## src/rtl/fp32_pkg.sv

```systemverilog
// Shared FP32 definitions for the sequential divider and multiplier:
// FSM state encoding and format constants.
package fp32_pkg;

  typedef enum logic [2:0] {
    IDLE      = 3'd0,
    UNPACK    = 3'd1,
    DIVIDE    = 3'd2,
    NORMALIZE = 3'd3,
    DONE      = 3'd4
  } state_e;

  localparam int               MANT_W   = 24;
  localparam logic signed [9:0] EXP_BIAS = 10'sd127;
  localparam logic [7:0]       EXP_MAX  = 8'hFF;
  localparam logic [31:0]      QNAN     = 32'h7FC00000;

endpackage

```

## src/rtl/fp32_classify.sv

```systemverilog
// Combinational FP32 operand decoder: splits fields and classifies the value.
// Subnormals (exp=0) are reported as zero, so the hidden bit is always 1.
module fp32_classify
  import fp32_pkg::*;
(
  input  logic [31:0]       op_i,
  output logic              sign_o,
  output logic [7:0]        exp_o,
  output logic [MANT_W-1:0] mant_o,
  output logic              is_zero_o,
  output logic              is_inf_o,
  output logic              is_nan_o
);

  // field extraction and class decode
  always_comb begin
    sign_o    = op_i[31];
    exp_o     = op_i[30:23];
    mant_o    = {1'b1, op_i[22:0]};
    is_zero_o = (op_i[30:23] == 8'h00);
    is_inf_o  = (op_i[30:23] == EXP_MAX) && (op_i[22:0] == 23'h000000);
    is_nan_o  = (op_i[30:23] == EXP_MAX) && (op_i[22:0] != 23'h000000);
  end

endmodule

```

## src/rtl/fp32_divider.sv

```systemverilog
// Sequential FP32 divider: restoring division, one quotient bit per cycle,
// truncating result, subnormals flushed to zero.
module fp32_divider
  import fp32_pkg::*;
(
  input  logic        clk,
  input  logic        rst_n,
  input  logic        start_i,
  input  logic [31:0] a_i,
  input  logic [31:0] b_i,
  output logic [31:0] quotient_o,
  output logic        done_o,
  output logic        busy_o,
  output logic        nan_o,
  output logic        infinit_o,
  output logic        div_by_zero_o,
  output logic        overflow_o,
  output logic        underflow_o
);

  state_e state_q, state_d;
  logic [31:0] a_q, a_d, b_q, b_d, res_q, res_d;
  logic [25:0] rem_q, rem_d, rem_sub_s;
  logic [24:0] quo_q, quo_d;
  logic [4:0]  cnt_q, cnt_d;
  logic signed [9:0] exp_q, exp_d, exp_adj_s;
  logic        sign_q, sign_d, done_q, done_d, busy_q, busy_d;
  logic [4:0]  flags_q, flags_d;  // {nan, inf, div_by_zero, overflow, underflow}
  logic [22:0] frac_s;
  logic        rem_ge_s, nan_case_s, special_s, sign_s;

  logic              a_sign_s, b_sign_s, a_zero_s, b_zero_s, a_inf_s, b_inf_s, a_nan_s, b_nan_s;
  logic [7:0]        a_exp_s, b_exp_s;
  logic [MANT_W-1:0] a_mant_s, b_mant_s;

  fp32_classify u_cls_a (
    .op_i(a_q), .sign_o(a_sign_s), .exp_o(a_exp_s), .mant_o(a_mant_s),
    .is_zero_o(a_zero_s), .is_inf_o(a_inf_s), .is_nan_o(a_nan_s)
  );

  fp32_classify u_cls_b (
    .op_i(b_q), .sign_o(b_sign_s), .exp_o(b_exp_s), .mant_o(b_mant_s),
    .is_zero_o(b_zero_s), .is_inf_o(b_inf_s), .is_nan_o(b_nan_s)
  );

  // special-case detection, restoring step and normalisation helpers
  always_comb begin
    sign_s     = a_sign_s ^ b_sign_s;
    nan_case_s = a_nan_s | b_nan_s | (a_zero_s & b_zero_s) | (a_inf_s & b_inf_s);
    special_s  = nan_case_s | a_inf_s | b_inf_s | a_zero_s | b_zero_s;
    rem_ge_s   = (rem_q >= {2'b00, b_mant_s});
    if (rem_ge_s) begin
      rem_sub_s = rem_q - {2'b00, b_mant_s};
    end else begin
      rem_sub_s = rem_q;
    end
    if (quo_q[24]) begin
      frac_s    = quo_q[23:1];
      exp_adj_s = exp_q;
    end else begin
      frac_s    = quo_q[22:0];
      exp_adj_s = exp_q - 10'sd1;
    end
  end

  // state register
  always_ff @(posedge clk or negedge rst_n) begin
    if (!rst_n) begin
      state_q <= IDLE;
    end else begin
      state_q <= state_d;
    end
  end

  // next-state logic
  always_comb begin
    state_d = state_q;
    case (state_q)
      IDLE:      if (start_i) state_d = UNPACK; else state_d = IDLE;
      UNPACK:    if (special_s) state_d = DONE; else state_d = DIVIDE;
      DIVIDE:    if (cnt_q == 5'd0) state_d = NORMALIZE; else state_d = DIVIDE;
      NORMALIZE: state_d = DONE;
      DONE:      state_d = IDLE;
      default:   state_d = IDLE;
    endcase
  end

  // datapath and output next values
  always_comb begin
    a_d     = a_q;
    b_d     = b_q;
    rem_d   = rem_q;
    quo_d   = quo_q;
    cnt_d   = cnt_q;
    exp_d   = exp_q;
    sign_d  = sign_q;
    res_d   = res_q;
    flags_d = flags_q;
    done_d  = (state_d == DONE);
    busy_d  = (state_d != IDLE);
    case (state_q)
      IDLE: begin
        if (start_i) begin
          a_d     = a_i;
          b_d     = b_i;
          res_d   = 32'h00000000;
          flags_d = 5'b00000;
        end else begin
          a_d = a_q;
        end
      end
      UNPACK: begin
        sign_d = sign_s;
        rem_d  = {2'b00, a_mant_s};
        quo_d  = 25'h0000000;
        cnt_d  = 5'd24;
        exp_d  = $signed({2'b00, a_exp_s}) - $signed({2'b00, b_exp_s}) + EXP_BIAS;
        // priority order matters: e.g. inf/0 reports infinity, not divide-by-zero
        if (nan_case_s) begin
          res_d   = QNAN;
          flags_d = 5'b10000;
        end else if (a_inf_s) begin
          res_d   = {sign_s, EXP_MAX, 23'h000000};
          flags_d = 5'b01000;
        end else if (b_inf_s) begin
          res_d   = {sign_s, 8'h00, 23'h000000};
          flags_d = 5'b01000;
        end else if (b_zero_s) begin
          res_d   = {sign_s, EXP_MAX, 23'h000000};
          flags_d = 5'b00100;
        end else if (a_zero_s) begin
          res_d   = {sign_s, 8'h00, 23'h000000};
          flags_d = 5'b00000;
        end else begin
          res_d = res_q;
        end
      end
      DIVIDE: begin
        rem_d = rem_sub_s << 1;
        quo_d = {quo_q[23:0], rem_ge_s};
        if (cnt_q != 5'd0) begin
          cnt_d = cnt_q - 5'd1;
        end else begin
          cnt_d = cnt_q;
        end
      end
      NORMALIZE: begin
        if (exp_adj_s >= 10'sd255) begin
          res_d   = {sign_q, EXP_MAX, 23'h000000};
          flags_d = 5'b00010;
        end else if (exp_adj_s <= 10'sd0) begin
          res_d   = {sign_q, 8'h00, 23'h000000};
          flags_d = 5'b00001;
        end else begin
          res_d   = {sign_q, exp_adj_s[7:0], frac_s};
          flags_d = 5'b00000;
        end
      end
      DONE: begin
        res_d = res_q;
      end
      default: begin
        res_d = res_q;
      end
    endcase
  end

  // datapath and output registers
  always_ff @(posedge clk or negedge rst_n) begin
    if (!rst_n) begin
      a_q     <= 32'h00000000;
      b_q     <= 32'h00000000;
      rem_q   <= 26'h0000000;
      quo_q   <= 25'h0000000;
      cnt_q   <= 5'd0;
      exp_q   <= 10'sd0;
      sign_q  <= 1'b0;
      res_q   <= 32'h00000000;
      flags_q <= 5'b00000;
      done_q  <= 1'b0;
      busy_q  <= 1'b0;
    end else begin
      a_q     <= a_d;
      b_q     <= b_d;
      rem_q   <= rem_d;
      quo_q   <= quo_d;
      cnt_q   <= cnt_d;
      exp_q   <= exp_d;
      sign_q  <= sign_d;
      res_q   <= res_d;
      flags_q <= flags_d;
      done_q  <= done_d;
      busy_q  <= busy_d;
    end
  end

  assign quotient_o    = res_q;
  assign done_o        = done_q;
  assign busy_o        = busy_q;
  assign nan_o         = flags_q[4];
  assign infinit_o     = flags_q[3];
  assign div_by_zero_o = flags_q[2];
  assign overflow_o    = flags_q[1];
  assign underflow_o   = flags_q[0];

endmodule

```

## config.mk

```make
export PLATFORM = sky130hd
export DESIGN_NAME = fp32_divider
export DESIGN_NICKNAME = d
export VERILOG_FILES = /design/src/rtl/fp32_pkg.sv /design/src/rtl/fp32_classify.sv /design/src/rtl/fp32_divider.sv
export SDC_FILE = /design/constraint.sdc
export NUM_CORES = 1
export LEC_CHECK = 0
export CAP_MARGIN = 15
export CORE_MARGIN = 2
export CORE_UTILIZATION = 45
export DETAILED_ROUTE_END_ITERATION = 8
export PLACE_DENSITY = 0.7
export SLEW_MARGIN = 25
export SYNTH_ARGS = -nofsm -noshare
export SYNTH_HDL_FRONTEND = slang
export SYNTH_SLANG_ARGS = --single-unit
export TNS_END_PERCENT = 1
```

## constraint.sdc

```tcl
create_clock -name clk -period 3.01 [get_ports clk]
set_input_delay 0.4515 -clock clk [delete_from_list [all_inputs] [get_ports clk]]
set_output_delay 0.4515 -clock clk [all_outputs]
set_load 0.01 [all_outputs]
```

==> impl_metrics.py <==
metrics = {
    "worst_setup_path": {
        "cp-start-kind": "register",
        "required_ns": 3.33,
        "crit_path_top_delay_cell": "ha_1",
        "path_max_fanout": 15,
        "cp.buffers_inverters": 0,
        "crit_path_cell_trace": "ha_1 > nand4_1 > or4_4 > o32ai_2 > nor4_1 > o21a_4 > or3_1 > o31ai_1 > nor2_1",
        "cpPeakStageDelay_ns": 0.50,
        "critPathKind": "reg2reg",
        "cp_top_family": "simple AND/OR/NAND/NOR gates",
        "endpoint_kind": "register",
        "critical_path_arrival_ns": 3.21,
    },
    "cts": {
        "post_cts_resized": 0,
        "cts_setup_buffers": 0,
        "cts_tree": "yes",
        "cts_root_buffer": "clkbuf_16",
        "worstSkewPairLatency_ns": 0.43,
        "cts_buffer_depth": 2,
        "path_clk_slew_ns": 0.07,
        "cts.sink_count": 173,
        "postCtsHoldBufs": 0,
        "htree_num_levels": 4,
        "cts_inserted_buffers": 17,
    },
    "final_layout": {
        "antenna_cells": 0,
        "area_delta_synth_final_pct": 20.7,
        "final_cell_mix": "dfrtp_1, nand2_1, clkdlybuf4s50_1",
        "final_nets": 1186,
        "drive_gt1_share_pct": 13.0,
        "mostFrequentLayoutCell": "dfrtp_1",
        "finalNonFillerCells": 1371,
        "final_area_um2": 11700,
    },
    "timing": {
        "post-route-period-util_pct": 95.9,
        "slew_headroom_pct": 50.8,
        "period_minus_slack_ns": 2.89,
        "rsz0062_at_grt": "false",
        "skew_ns": 0.00743,
        "fmax_mhz": 347,
        "tightestPinTransition_ns": 0.738,
        "finalMaxSlewViolations": 0,
        "finalHoldViolations": 0,
        "tns_ns": 0,
        "finalSetupViolations": 0,
    },
    "global_route": {
        "grt_max_degree": 81,
        "first_global_vias": 7608,
        "grt_pass1_wl_mm": 38.3,
        "grt_use_total_pct": 21.3,
        "overflow": 0,
        "antenna_found_initial": 0,
    },
    "synth": {
        "synth_mux_area_share_pct": 7.98,
        "yosys.area_share.xor_xnor_pct": 3.25,
        "synth_area_leaders": "dfrtp_1, nand2_1, ha_1",
        "postSynth.asyncResetShare_pct": 100,
        "yosysSeqAreaShare_pct": 44.7,
        "synth_nets": 1097,
        "syn-cell-area_um2": 9690,
        "yosys.area.top_type": "dfrtp_1",
        "synth_top_area_share_pct": 44.7,
        "synth_simple_gate_area_share_pct": 14.6,
        "synth_edf_count": 0,
        "ys_ff_latch": 173,
        "synth_compound_area_share_pct": 20.3,
        "yosys_warnings": 0,
        "synthCells": 994,
        "synth_fa_ha_area_share_pct": 4.80,
        "synth_flop_cell": "dfrtp_1",
        "synthDistinctLibCells": 74,
        "synth_area_per_cell_um2": 9.75,
        "synth_top_family_by_area": "compound AO/OA/AOI/OAI gates",
    },
    "placement": {
        "gp_congestion": 0.924,
        "numPortBuffers": 105,
        "placed_area_um2": 11100,
        "dp_hpwl_mm": 16.9,
        "dp_cells": 1339,
    },
    "die": {
        "initial_core_util_pct": 46.0,
        "die_area_um2": 22700,
        "fp.dieH_um": 151,
        "io_pins": 106,
        "core_region_area_um2": 21100,
        "num_rows": 53,
        "die_w_um": 151,
    },
    "route": {
        "drtIter0Drc": 528,
        "vias": 7803,
        "dr.pass1.iters": 5,
        "wl_mm": 23.1,
        "drc": 0,
        "ant_nets": 0,
        "wire_per_inst_um": 16.8,
        "vias_per_cell": 5.69,
    },
    "power_and_ir_drop": {
        "p_per_area_nw_per_um2": 1230,
        "cellLeakagePower_nw": 5.01,
        "vdd_drop_max_mv": 0.632,
        "finalPower_mw": 14.4,
    },
    "worst_hold_path": {
        "hp-class": "in2async",
    },
    "status": {
        "outcome": "completed",
    },
    "job": {
        "cap_violations": 0,
    },
}
cells in the mapped netlist (all sizes together), types with 4 or more instances:
library cell  instances
xor2                 15
ha                   34
nand2b                7
a21o                 16
and3                  8
a221o                 4
nor3                 18
nor2b                11
clkbuf               39
or4                   4
o21ai               104
a211oi                9
a21oi                43
inv                  41
buf                  21
a22o                 26
and2                  4
dfrtp               173
o31ai                14
a31oi                 8
nand4                12
or2                   4
nand2               134
o21a                 15
o211ai               10
or3                  11
nor2                 39
xnor2                21
a22oi                 5
mux2i                39
mux2                 34
nand3                18
nor4                 18
power by group:
group          internal (mW)  switching [mW]  leakage [nW]
Combinational           3.47            4.65          2.52
Clock                   1.20            1.07         0.296
Sequential              3.21           0.840          2.19
through the flow:
step                      setup slack (ns)  hold slack [ns]  util (%)
after global routing                0.0194            0.103      55.5
after CTS                            0.155           0.0715      55.4
after floorplan                      0.454            0.156         -
after detailed placement             0.158            0.465      52.4
after global placement               0.240            0.459      52.4
final                                0.125           0.0413      55.5
kinds of logic (layout without fill, tap and decap cells):
group | after synthesis | after routing
adders and majority gates | 36 | 36
AOI/OAI and AO/OA | 281 | 281
and+or+nand+nor | 294 | 294
DFF | 173 | 173
xor gates and xnor gates | 36 | 36
buffers and inverters | 101 | 203
muxes | 73 | 73
final cells by class:
type                    count  area [um2]
fillers                  1875        9390
multi-input cells         720        4970
flip-flops and latches    173        4330
repair buffers            130        1280
clock buffers              17         425
well taps                 275         344
clock inverters            15         195
inverters                  41         154
layer usage:
metal / wire length (um) / track usage (%)
met5: 0 / 0
met4: 383 / 5.37
met3: 972 / 3.94
met2: 11000 / 34.8
met1: 10700 / 29.3
final timing paths:
path	startpoint	endpoint	slack, ns	cells past startpoint
worst max-delay path	rem_q[15]	rem_q[14]	0.12	9
worst min-delay path	rst_n	quotient_o[25]	0.04	1
worst max register to register	rem_q[15]	rem_q[14]	0.12	9
worst min register to register	quotient_o[21]	quotient_o[21]	0.48	2
max in group asynchronous	rst_n	rem_q[15]	2.16	2
min in group clk	quotient_o[21]	quotient_o[21]	0.48	2
state kept, by name, indices dropped and copies added, names as in the netlist, 3 cells and up:
| register | cells |
|---|---|
| state_q | 3 |
| rem_q | 26 |
| quo_q | 25 |
| a_q | 32 |
| exp_q | 10 |
| b_q | 32 |
| flags_q | 5 |
| quotient_o | 32 |
| cnt_q | 5 |
worst reg2reg max path, stage by stage, from the launching register on:
cell and delay, ns:
dfrtp_1 0.41, ha_1 0.50, nand4_1 0.21, or4_4 0.45, o32ai_2 0.26, nor4_1 0.11
o21a_4 0.21, or3_1 0.34, o31ai_1 0.21, nor2_1 0.08
No activity file was read; power rests on OpenSTA's default activity.
